--- src/rtl/cursor_grid_ctrl.sv ---
// Grid cursor controller: synchronized active-low buttons, hold-to-repeat
// stepping with saturate/wrap edges, and a fire strobe with coordinate capture.
module cursor_grid_ctrl #(
  parameter int GRID_W        = 4,
  parameter int GRID_H        = 3,
  parameter int CW            = 4,
  parameter int HOLD_CYCLES   = 50000000,
  parameter int REPEAT_CYCLES = 12500000,
  parameter int WRAP          = 0
) (
  input  logic          clk,
  input  logic          rst,
  input  logic          player_x_up,
  input  logic          player_x_down,
  input  logic          player_y_up,
  input  logic          player_y_down,
  input  logic          player_fire,
  output logic [CW-1:0] player_cursor_x_reg,
  output logic [CW-1:0] player_cursor_y_reg,
  output logic          fire_pulse,
  output logic [CW-1:0] fire_x,
  output logic [CW-1:0] fire_y,
  output logic          moved
);

  localparam int MAXC = (HOLD_CYCLES > REPEAT_CYCLES) ?
                        HOLD_CYCLES : REPEAT_CYCLES;
  localparam int CNTW = $clog2(MAXC + 1);

  localparam logic [CNTW-1:0] HOLD_LAST = CNTW'(HOLD_CYCLES - 1);
  localparam logic [CNTW-1:0] REP_LAST  = CNTW'(REPEAT_CYCLES - 1);
  localparam logic [CW-1:0]   X_MAX     = CW'(GRID_W - 1);
  localparam logic [CW-1:0]   Y_MAX     = CW'(GRID_H - 1);

  typedef enum logic [1:0] {IDLE, STEP, DELAY, REPEAT} state_t;

  state_t          state;
  logic [CNTW-1:0] cnt;
  logic            first_step;
  logic [4:0]      s1, s2;
  logic            fire_prev;

  logic [4:0] raw;
  logic [4:0] pr;
  logic       x_inc, x_dec, y_inc, y_dec;
  logic       any_req;
  logic       fire_edge;
  logic [CW-1:0] x_nxt, y_nxt;

  assign raw = {player_x_up, player_x_down, player_y_up,
                player_y_down, player_fire};

  always_ff @(posedge clk or posedge rst) begin
    if (rst) begin
      s1 <= '1;
      s2 <= '1;
    end else begin
      s1 <= raw;
      s2 <= s1;
    end
  end

  // Opposing buttons on one axis cancel each other out.
  assign pr        = ~s2;
  assign x_inc     = pr[4] & ~pr[3];
  assign x_dec     = pr[3] & ~pr[4];
  assign y_inc     = pr[2] & ~pr[1];
  assign y_dec     = pr[1] & ~pr[2];
  assign any_req   = x_inc | x_dec | y_inc | y_dec;
  assign fire_edge = fire_prev & ~s2[0];

  function automatic logic [CW-1:0] step_coord(
    input logic [CW-1:0] c,
    input logic          inc,
    input logic          dec,
    input logic [CW-1:0] cmax
  );
    logic [CW-1:0] r;
    r = c;
    if (inc) begin
      if (c == cmax) r = (WRAP != 0) ? '0 : c;
      else           r = c + CW'(1);
    end else if (dec) begin
      if (c == '0)   r = (WRAP != 0) ? cmax : c;
      else           r = c - CW'(1);
    end
    return r;
  endfunction

  assign x_nxt = step_coord(player_cursor_x_reg, x_inc, x_dec, X_MAX);
  assign y_nxt = step_coord(player_cursor_y_reg, y_inc, y_dec, Y_MAX);

  always_ff @(posedge clk or posedge rst) begin
    if (rst) begin
      state               <= IDLE;
      cnt                 <= '0;
      first_step          <= 1'b0;
      player_cursor_x_reg <= '0;
      player_cursor_y_reg <= '0;
      moved               <= 1'b0;
      fire_prev           <= 1'b1;
      fire_pulse          <= 1'b0;
      fire_x              <= '0;
      fire_y              <= '0;
    end else begin
      moved      <= 1'b0;
      fire_prev  <= s2[0];
      fire_pulse <= fire_edge;
      if (fire_edge) begin
        fire_x <= player_cursor_x_reg;
        fire_y <= player_cursor_y_reg;
      end
      unique case (state)
        IDLE: begin
          if (any_req) begin
            state      <= STEP;
            first_step <= 1'b1;
          end
        end
        STEP: begin
          player_cursor_x_reg <= x_nxt;
          player_cursor_y_reg <= y_nxt;
          moved      <= (x_nxt != player_cursor_x_reg) ||
                        (y_nxt != player_cursor_y_reg);
          cnt        <= '0;
          first_step <= 1'b0;
          state      <= first_step ? DELAY : REPEAT;
        end
        DELAY: begin
          if (!any_req)              state <= IDLE;
          else if (cnt == HOLD_LAST) state <= STEP;
          else                       cnt   <= cnt + CNTW'(1);
        end
        REPEAT: begin
          if (!any_req)             state <= IDLE;
          else if (cnt == REP_LAST) state <= STEP;
          else                      cnt   <= cnt + CNTW'(1);
        end
        default: state <= IDLE;
      endcase
    end
  end

endmodule

--- config.mk ---
export PLATFORM = sky130hd
export DESIGN_NAME = cursor_grid_ctrl
export DESIGN_NICKNAME = d
export VERILOG_FILES = /design/src/rtl/cursor_grid_ctrl.sv
export SDC_FILE = /design/constraint.sdc
export NUM_CORES = 1
export LEC_CHECK = 0
export ABC_CLOCK_PERIOD_IN_PS = 2000
export BUFFER_PORTS_ARGS = -buffer_cell sky130_fd_sc_hd__buf_2
export CAP_MARGIN = 15
export CORE_ASPECT_RATIO = 0.75
export CORE_MARGIN = 5
export CORE_UTILIZATION = 54
export DETAILED_ROUTE_END_ITERATION = 16
export PLACE_DENSITY = 0.76
export SLEW_MARGIN = 10
export SYNTH_ARGS = -nofsm -noshare
export SYNTH_HDL_FRONTEND = slang
export SYNTH_SLANG_ARGS = --single-unit
--- constraint.sdc ---
create_clock -name clk -period 2 [get_ports clk]
set_input_delay 0 -clock clk [delete_from_list [all_inputs] [get_ports clk]]
set_output_delay 0 -clock clk [all_outputs]
set_load 0.1 [all_outputs]
# Word level (Yosys, flattened, before mapping)
# Cells that the tools add are included.
# classes
n_addsub	5
eq_ne	16
n_mux	23
n_bitwise	14
n_reduce_logical	9
# ops
op	n
26-bit 2-to-1 mux	4
26-bit case mux with 3 select lines	1
4-bit 2-to-1 mux	8
26-bit by 1-bit adder with 26-bit output (second input constant)	1
26-bit by 24-bit == test with 1-bit output (second input constant)	1
26-bit == test (second input constant)	1
2-bit 2-to-1 mux	5
2-bit != test (second input constant)	5
4-bit by 1-bit adder with 4-bit output (second input constant)	2
4-bit by 2-bit == test with 1-bit output (second input constant)	2
4-bit logical NOT	2
4-bit != test	2
2-bit case mux with 4 select lines	1
4-bit by 1-bit subtractor with 4-bit output (second input constant)	2
3-bit != test (second input constant)	2
1-bit AND	5
1-bit NOT	5
5-bit NOT	1
5-bit AND reduction	1
2-bit == test (second input constant)	2
1-bit 2-to-1 mux	3
1-bit OR	3
3-bit AND reduction	1
3-bit nonzero test	1
6 further kinds	6
# totals
regBits	58
input_bits	7
wordCells	79

# Depth between registers and ports, before layout
# Gate-level depths: netlist of the first run.
# logic_depth
word_depth	8
ltp_mapped	9
ltp_nobuf	8

# Worst setup path before layout of the first run
# Ideal clock, no wire load.
# synth_path
kind	flip-flop to flip-flop
start	reg player_cursor_y_reg[1]
end	reg player_cursor_y_reg[0]
setup_ns	0.082
t_arrival_ns	2.170
required_time_ns	1.918
setup_slack_ns	-0.251
path_stages_with_launch	7
period_less_slack_ns	2.251
cell_sequence	dfrtp_1 -> inv_1 -> ha_1 -> mux2_2 -> a22o_1 -> nor2_1 -> xnor2_1
# synth_between
elab_chain_len	4
# synth_rtl
element	line_no	source
start, declared	19	output logic [CW-1:0] player_cursor_y_reg,
start signal, assigned	122	player_cursor_y_reg <= y_nxt;
4-bit logical NOT	84	if (c == '0) r = (WRAP != 0) ? cmax : c;
4-bit 2-to-1 mux	84	
4-bit 2-to-1 mux	83	end else if (dec) begin
4-bit 2-to-1 mux *	80	if (inc) begin
# Mark *: on every way between the ends. The rest lies on a longest branch, timed or not.
# A chain may end at the register's enable or synchronous reset.

# Worst setup path after layout of the first run
# layout_path
start	reg s2[3]
end	reg cnt[14]
# layout_between
elab_chain_len	8
# layout_rtl
element	line_no	source
start, declared	40	logic [4:0] s1, s2;
start signal, assigned	56	s2 <= '1;
start signal, assigned	59	s2 <= s1;
5-bit NOT *	64	assign pr = ~s2;
1-bit NOT	65	assign x_inc = pr[4] & ~pr[3];
1-bit AND	65	
1-bit OR * (3 in a row)	69	assign any_req = x_inc | x_dec | y_inc | y_dec;
2-bit != test (no source line)	--	
5-bit AND reduction (no source line) *	--	
end signal, assigned	132	else cnt <= cnt + CNTW'(1);
end signal, assigned	137	else cnt <= cnt + CNTW'(1);
end, declared	38	logic [CNTW-1:0] cnt;
# Marked as above.

==> results.sh, run 1 <==
export IMPL_power_leakage_nw=1.92
export IMPL_drtIter0Drc=171
export IMPL_synth_area_top_cells="dfrtp_1 37%, dfstp_2 9.1%, nand2_1 4.8%"
export IMPL_largest_register_ffs=26
export IMPL_finalCritPeriodShare_pct=103
export IMPL_m1WireLength_um=3760
export IMPL_clk_path_buf_depth=2
export IMPL_r2r_cells=8
export IMPL_grt_ovfl_total=0
export IMPL_track_usage_pct=23.3
export IMPL_maxUsedRoutingLayer="met4"
export IMPL_holdCritPathClass="in2async"
export IMPL_clock_latency_ns=0.34
export IMPL_avgViaCountPerCell=5.83
export IMPL_drc=0
export IMPL_synth_most_common_cell="dfrtp_1"
export IMPL_grt_max_degree=29
export IMPL_reg2reg_from="s2[3]"
export IMPL_clockPowerShare_pct=20.0
export IMPL_path_cells="inv_2, ha_4, nand3_4, o311ai_4, buf_4, and3_4, or4_4, a21oi_2"
export IMPL_violations="setup timing"
export IMPL_rsz0062_at_grt="yes"
export IMPL_start_util_pct=55.3
export IMPL_combinationalPowerShare_pct=50.2
export IMPL_cp_startpoint="s2[3]"
export IMPL_hpwl_um=5590
export IMPL_drive_above_1_share_pct=40.2
export IMPL_yosysSeqAreaShare_pct=45.9
export IMPL_reg_largest_list="cnt x26, s1 x5, s2 x5"
export IMPL_final_cell_area_um2=4210
export IMPL_yosys_warnings=0
export IMPL_finalWirelength_um=8360
export IMPL_finalSetupViolations=14
export IMPL_power_density_nw_per_um2=1310
export IMPL_post_route_min_period_ns=2.07
export IMPL_die_h_um=76.6
export IMPL_switchingPower_mw=2.75
export IMPL_grt_pass1_wl_um=14100
export IMPL_slowest_stage="dfstp_2"
export IMPL_dp_cells=456
export IMPL_fin_cells=488
export IMPL_numCtsBuffers=9
export IMPL_yosysTopAreaCell="dfrtp_1"
export IMPL_syn_area_per_cell_um2=9.78
export IMPL_core_area_um2=5770
export IMPL_place_gp_congestion=0.892
export IMPL_dpl_cell_area_um2=3680
export IMPL_maxSlewViolCount=0
export IMPL_wl_met2_um=3970
export IMPL_boundaryPins=25
export IMPL_netlist_instances=326
export IMPL_synth_edf_count=0
export IMPL_n_antenna_cell=0
export IMPL_port_buffers=24
export IMPL_syn_nets=343
export IMPL_max_cap_violations=0
export IMPL_ir_worst_vdd_mv=1.26
export IMPL_multiInputGateArea_um2=1760
export IMPL_regMostFlops="cnt"
export IMPL_dr_pass1_iters=5
export IMPL_max_freq_ghz=0.484
export IMPL_relSlewSlack_pct=61.0
export IMPL_antenna_found_initial=0
export IMPL_first_global_vias=2973
export IMPL_rows=24
export IMPL_synth_area_um2=3190
export IMPL_worst_path_max_fanout=7
export IMPL_cts_sinks=58
export IMPL_clk_pin_slew_ns=0.07
export IMPL_wl_per_cell_um=17.1
export IMPL_wl_met3_um=528
export IMPL_ys_async_sr_fraction_pct=100
export IMPL_num_vias=2845
export IMPL_swShare_pct=49.7
export IMPL_crit_type="reg2reg"
export IMPL_pre_cts_ws_ns=-0.117
export IMPL_yosysTopAreaCellShare_pct=36.9
export IMPL_seqPwrFrac_pct=29.8
export IMPL_syn_to_final_growth_pct=32.1
export IMPL_fin_skew_ns=0.00607
export IMPL_ys_ff_latch=58
export IMPL_final_util_pct=73.1
export IMPL_die_x_um=98.7
export IMPL_intPower_mw=2.78
export IMPL_num_nets_final=422
export IMPL_worst_slack_ns=-0.0673
export IMPL_synth_flop_cell="dfrtp_1"
export IMPL_total_power_mw=5.52
export IMPL_tightest_slew_ns=0.584
export IMPL_cp_arrival_ns=2.34
export IMPL_start_kind="register"
export IMPL_critical_path_max_stage_delay_ns=0.54
export IMPL_fillers=421
export IMPL_cts_htree_levels=3
export IMPL_dieArea_um2=7560
export IMPL_status="finished with violations"
export IMPL_detail_route_antenna_nets=0
export IMPL_ys_types=60
export IMPL_seq_area_um2=1470
export IMPL_synthTopCellsByCount="47 x dfrtp_1, 41 x nand2_1, 26 x o21ai_0"
export IMPL_end_kind="register"
export IMPL_required_ns=2.27
export IMPL_cts_tree="done"
export IMPL_cts_root_buf="clkbuf_8"
export IMPL_hold_violations=0
through the flow:
step / setup TNS (ns) / hold slack, ns
floorplan: 0 / 0.00448
global placement: -0.368 / 0.0858
detailed placement: -1.37 / 0.0954
CTS: -0.366 / 0.271
global route: -2.93 / 0.289
finish: -0.419 / 0.260
cell families (layout without fill, tap and decap cells):
kind of cell	Yosys count	after routing	synth area share, %
compound gates	83	83	17.9
xor+xnor	4	4	1.10
fa+ha+maj	10	10	3.92
buf+inv	31	115	4.63
flops	58	58	45.9
mux	9	9	3.02
simple gates	131	131	23.5
power groups by stage:
stage | Sequential, mW | Combinational [mW] | Clock (mW)
final | 1.64 | 2.77 | 1.11
after global routing | 1.68 | 2.93 | 1.19
after CTS | 1.63 | 2.69 | 1.12
after detailed placement | 1.64 | 2.58 | 0
after global placement | 1.62 | 2.52 | 0
after floorplan | 2.63 | 0.994 | 0
area by class of cell:
type	instances	area share, %
Multi-Input combinational cell	237	41.7
Clock inverter	6	1.57
Timing Repair Buffer	83	14.8
Inverter	16	1.43
Clock buffer	10	3.27
Sequential cell	58	34.9
Tap cell	78	2.32
worst max-delay path: cells and delay by family (launching register included):
family	cells	cell delay [ns]
compound gates	2	0.25
fa+ha+maj	1	0.22
flops	1	0.54
simple gates	3	0.77
buf+inv	2	0.21
layout by cell type, fill, tap and decap left out, types with 5 or more instances in the layout:
cell and n:
buf_4 47, dfrtp_1 41, nand2_1 39, nor2_1 25, buf_2 24, o21ai_0 21
a21oi_1 13, inv_1 12, dfstp_2 11, clkbuf_8 10, nand4_1 8, ha_1 8
nand3_1 7, a21oi_2 6, dfrtp_2 6, dlygate4sd3_1 6, a41o_1 5, mux2_2 5
worst paths after layout:
path                                               end  slack (ns)
worst max-delay path                           cnt[14]       -0.07
worst min-delay path            player_cursor_x_reg[1]        0.26
worst max register to register                 cnt[14]       -0.07
worst min register to register                   s2[4]        0.36
max in group asynchronous                        s2[2]        1.02
min in group clk                                 s1[2]        0.29
layer usage:
layer / track usage (%) / up-vias
met1: 31.4 / 1393
met3: 5.95 / 11
li1: - / 1332
met5: 0 / -
met2: 36.0 / 109
met4: 8.59 / 0
what timing repair did:
item                                    CTS  global route
setup buffers                             4             5
gates cloned                              1             0
pin swaps                                18            21
hold buffers                              6             0
endpoints found under the setup margin   26            27
gates resized for setup                  18            24
endpoints found under the hold margin    24             0
(Power assumes the default switching activity.)
==> inputs of run 2 (changes only) <==
Settings changed: CELL_PAD_IN_SITES_DETAIL_PLACEMENT set to 0, CELL_PAD_IN_SITES_GLOBAL_PLACEMENT set to 1, CORE_UTILIZATION 54 to 44, CTS_BUF_LIST set to sky130_fd_sc_hd__clkbuf_2 sky130_fd_sc_hd__clkbuf_4 sky130_fd_sc_hd__clkbuf_8, PLACE_DENSITY 0.76 to not set, PLACE_DENSITY_LB_ADDON set to 0.1.
==> results.sh, run 2 (synthesized netlist as in run 1, its figures left out) <==
export IMPL_timing_hold_ws_ns=0.184
export IMPL_numCtsBuffers=9
export IMPL_reg2reg_from="cnt[1]"
export IMPL_relSlewSlack_pct=67.6
export IMPL_cp_arrival_ns=2.38
export IMPL_final_util_pct=60.8
export IMPL_cts_sinks=58
export IMPL_place_gp_congestion=0.853
export IMPL_antenna_found_initial=0
export IMPL_maxSlewViolCount=0
export IMPL_end_kind="register"
export IMPL_detail_route_antenna_nets=0
export IMPL_regMostFlops="cnt"
export IMPL_drtIter0Drc=202
export IMPL_dpl_cell_area_um2=3700
export IMPL_required_ns=2.27
export IMPL_n_antenna_cell=0
export IMPL_final_cell_area_um2=4210
export IMPL_tightest_slew_ns=0.489
export IMPL_mostFrequentLayoutCell="buf_4"
export IMPL_finalSetupViolations=26
export IMPL_ir_worst_vdd_mv=1.17
export IMPL_clk_path_buf_depth=2
export IMPL_regToRegEndpoint="cnt[25]"
export IMPL_rows=26
export IMPL_hpwl_um=5330
export IMPL_critical_path_max_stage_delay_ns=0.43
export IMPL_max_cap_violations=0
export IMPL_dr_pass1_iters=4
export IMPL_num_nets_final=422
export IMPL_syn_to_final_growth_pct=32.0
export IMPL_largest_register_ffs=26
export IMPL_post_route_min_period_ns=2.11
export IMPL_reg_largest_list="cnt x26, s1 x5, s2 x5"
export IMPL_r2r_slack_ns=-0.11
export IMPL_track_usage_pct=19.3
export IMPL_total_power_mw=5.62
export IMPL_die_x_um=108
export IMPL_start_util_pct=46.0
export IMPL_finalCritPeriodShare_pct=105
export IMPL_cts_htree_levels=3
export IMPL_start_kind="register"
export IMPL_cp_startpoint="cnt[1]"
export IMPL_grt_pass1_wl_um=13600
export IMPL_hold_violations=0
export IMPL_clk_pin_slew_ns=0.07
export IMPL_power_leakage_nw=1.93
export IMPL_finalWirelength_um=8370
export IMPL_pre_cts_ws_ns=-0.111
export IMPL_holdCritPathClass="in2async"
export IMPL_crit_type="reg2reg"
export IMPL_core_area_um2=6930
export IMPL_num_vias=2736
export IMPL_violations="setup timing"
export IMPL_boundaryPins=25
export IMPL_cts_tree="done"
export IMPL_wl_per_cell_um=16.5
export IMPL_worst_slack_ns=-0.108
export IMPL_final_cell_mix="43 x buf_4, 42 x dfrtp_1, 40 x nand2_1, 25 x nor2_1, 24 x buf_2"
export IMPL_dieArea_um2=9070
export IMPL_rsz0062_at_grt="yes"
export IMPL_die_h_um=83.7
export IMPL_max_freq_ghz=0.474
export IMPL_power_density_nw_per_um2=1340
export IMPL_status="finished with violations"
export IMPL_drc=0
export IMPL_cts_root_buf="clkbuf_8"
export IMPL_clock_latency_ns=0.34
export IMPL_drive_above_1_share_pct=37.6
export IMPL_avgViaCountPerCell=5.39
export IMPL_first_global_vias=2611
export IMPL_grt_max_degree=23
export IMPL_path_cells="ha_4, nand4bb_1, or3_4, o211ai_4, a31oi_2, buf_12, nand4_1, mux2i_1"
export IMPL_grt_ovfl_total=0
export IMPL_r2r_cells=8
export IMPL_worst_path_max_fanout=17
export IMPL_slowest_stage="or3_4"
export IMPL_fin_skew_ns=0.0111
export IMPL_port_buffers=24
-- run 2: layout make-up --
class	instances	area, µm²
clock buffer	10	131
clock inverter	6	90.1
fill	609	2720
inverter	16	60.1
multi-input combinational	240	1740
sequential	58	1470
tap	98	123
timing repair buffer	80	599
-- run 2: repair_timing --
item | 4_1_cts | 5_1_grt
setup buffers | 4 | 6
setup endpoints to repair | 21 | 27
gates cloned | 3 | 0
hold buffers | 6 | 0
endpoints found under the hold margin | 21 | 0
resized for setup | 16 | 13
pin swaps | 18 | 7
-- run 2: worst max-delay path by stage --
stage,cells after the start,endpoint
after floorplan,8,cnt[19]
after global placement,8,cnt[19]
after detailed placement,7,cnt[8]
after CTS,8,cnt[19]
after global routing,8,cnt[1]
final,8,cnt[25]
-- run 2: stage by stage --
| step | setup TNS [ns] | std cells |
|---|---|---|
| after CTS | -0.296 | 502 |
| final | -1.55 | 508 |
| after global routing | -3.15 | 508 |
| after detailed placement | -1.08 | 473 |
| after floorplan | 0 | 326 |
| after global placement | -0.703 | 473 |
-- run 2: where the power goes --
| part | switching [mW] | leakage, nW | internal, mW | total, mW |
|---|---|---|---|---|
| clock network | 0.506 | 0.110 | 0.719 | 1.23 |
| logic | 1.98 | 1.08 | 0.756 | 2.74 |
| registers | 0.253 | 0.737 | 1.41 | 1.66 |
| total | 2.74 | 1.93 | 2.88 | 5.62 |
-- run 2: worst max-delay path, delay by kind of cell, from the launching register on --
family / cells / cell delay, ns
adders and majority gates: 1 / 0.17
muxes: 1 / 0.19
and+or+nand+nor: 3 / 0.69
DFF: 1 / 0.40
AOI/OAI and AO/OA: 2 / 0.40
buffers and inverters: 1 / 0.19
-- run 2: metal layers --
metal | vias up | GRT usage, % | wire, µm
met4 | 0 | 5.05 | 117
met2 | 77 | 26.3 | 3430
li1 | 1346 | - | -
met1 | 1301 | 29.7 | 4320
met5 | - | 0 | 0
met3 | 12 | 5.41 | 491
==> inputs of run 3 (changes only) <==
Settings changed: CORE_ASPECT_RATIO 0.75 to 0.5, CORE_UTILIZATION 44 to 35.
==> results.sh, run 3 (synthesized netlist as in run 1, its figures left out) <==
export IMPL_cts_sinks=58
export IMPL_cts_tree="done"
export IMPL_final_cell_area_um2=4220
export IMPL_worst_slack_ns=-0.0893
export IMPL_clk_path_buf_depth=2
export IMPL_rsz0062_at_grt="yes"
export IMPL_boundaryPins=25
export IMPL_rows=24
export IMPL_pre_cts_ws_ns=-0.0962
export IMPL_final_cell_mix="42 x dfrtp_1, 39 x nand2_1, 39 x buf_4, 25 x nor2_1, 24 x buf_2"
export IMPL_holdCritPathClass="in2async"
export IMPL_power_density_nw_per_um2=1310
export IMPL_syn_to_final_growth_pct=32.2
export IMPL_cts_htree_levels=3
export IMPL_die_h_um=77.5
export IMPL_max_cap_violations=0
export IMPL_seq_area_um2=1470
export IMPL_cp_startpoint="cnt[1]"
export IMPL_wl_per_cell_um=14.7
export IMPL_grt_max_degree=59
export IMPL_first_global_vias=2599
export IMPL_dr_pass1_iters=5
export IMPL_clk_pin_slew_ns=0.07
export IMPL_hold_violations=0
export IMPL_relSlewSlack_pct=67.3
export IMPL_start_util_pct=36.2
export IMPL_maxSlewViolCount=0
export IMPL_end_kind="register"
export IMPL_violations="setup timing"
export IMPL_ir_worst_vdd_mv=1.33
export IMPL_dieArea_um2=11200
export IMPL_path_delay_family="compound AO/OA/AOI/OAI gates"
export IMPL_drtIter0Drc=112
export IMPL_antenna_found_initial=0
export IMPL_core_area_um2=8800
export IMPL_start_kind="register"
export IMPL_drive_above_1_share_pct=37.5
export IMPL_r2r_cells=7
export IMPL_cp_arrival_ns=2.31
export IMPL_reg_largest_list="cnt x26, s1 x5, s2 x5"
export IMPL_power_leakage_nw=1.90
export IMPL_regToRegEndpoint="cnt[13]"
export IMPL_multiInputGateArea_um2=1710
export IMPL_reg2reg_from="cnt[1]"
export IMPL_num_vias=2661
export IMPL_grt_ovfl_total=0
export IMPL_fillers=830
export IMPL_clock_latency_ns=0.35
export IMPL_avgViaCountPerCell=5.12
export IMPL_finalSetupViolations=21
export IMPL_drc=0
export IMPL_max_freq_ghz=0.479
export IMPL_n_antenna_cell=0
export IMPL_regMostFlops="cnt"
export IMPL_tightest_slew_ns=0.494
export IMPL_detail_route_antenna_nets=0
export IMPL_r2r_slack_ns=-0.09
export IMPL_worst_path_max_fanout=4
export IMPL_finalWirelength_um=7660
export IMPL_port_buffers=24
export IMPL_crit_type="reg2reg"
export IMPL_grt_pass1_wl_um=12800
export IMPL_path_cells="ha_2, nand4bb_1, or3_4, o211ai_4, a31oi_4, clkbuf_16, a31o_2"
export IMPL_worst_path_buf_inv=1
export IMPL_die_x_um=145
export IMPL_cts_root_buf="clkbuf_8"
export IMPL_critical_path_max_stage_delay_ns=0.37
export IMPL_status="finished with violations"
export IMPL_slowest_stage="or3_4"
export IMPL_numCtsBuffers=9
export IMPL_place_gp_congestion=0.792
export IMPL_total_power_mw=5.54
export IMPL_num_nets_final=415
export IMPL_finalCritPeriodShare_pct=104
export IMPL_fin_skew_ns=0.0110
export IMPL_dpl_cell_area_um2=3700
export IMPL_hpwl_um=5170
export IMPL_largest_register_ffs=26
export IMPL_mostFrequentLayoutCell="dfrtp_1"
export IMPL_required_ns=2.22
export IMPL_track_usage_pct=14.0
export IMPL_post_route_min_period_ns=2.09
run 3: cell type report:
class                   count  share of cell area, %
multi-input cells         237                   40.5
repair buffers             76                   14.4
clock inverters             3                   1.54
inverters                  16                   1.42
flip-flops and latches     58                   34.9
clock buffers              13                   3.80
well taps                 117                   3.47
run 3: worst max path at each step:
stage                         end  slack, ns  cells after the start
after global routing      cnt[15]      -0.20                      8
final                     cnt[13]      -0.09                      7
after floorplan           cnt[19]     0.0001                      8
after detailed placement  cnt[22]       -0.1                      7
after global placement    cnt[25]      -0.04                      8
after CTS                 cnt[25]       -0.1                      8
run 3: worst register-to-register path, cell delays in order, from the launching register on:
cell       delay, ns
dfrtp_1         0.36
ha_2            0.19
nand4bb_1       0.15
or3_4           0.37
o211ai_4        0.26
a31oi_4         0.18
clkbuf_16       0.22
a31o_2          0.23
run 3: where the power goes:
part	internal, mW	leakage, nW	switching (mW)
sequential	1.41	0.737	0.227
clock	0.776	0.118	0.462
combinational	0.741	1.05	1.93
run 3: layer usage:
metal | track usage [%] | part of all wire (%)
met5 | 0 | 0
met4 | 4.61 | 1.2
met3 | 5.59 | 4.9
met2 | 22.2 | 46
met1 | 17.6 | 48
run 3: timing repair:
action / CTS / global route
setup endpoints to repair: 22 / 27
buffers inserted: 2 / 6
hold endpoints to repair: 63 / 0
pin swaps: 5 / 22
hold buffers: 6 / 0
gates cloned: 0 / 2
gates resized for setup: 8 / 20
run 3: metrics by stage:
stage / hold WS (ns) / utilization (%) / TNS (ns) / cells
after global placement: 0.0850 / 42.1 / -0.186 / 488
after global routing: 0.275 / 47.9 / -3.75 / 520
after CTS: 0.266 / 46.0 / -0.866 / 512
after floorplan: 0.00448 / - / 0 / 326
final: 0.266 / 47.9 / -0.788 / 520
after detailed placement: 0.0930 / 42.1 / -0.722 / 488
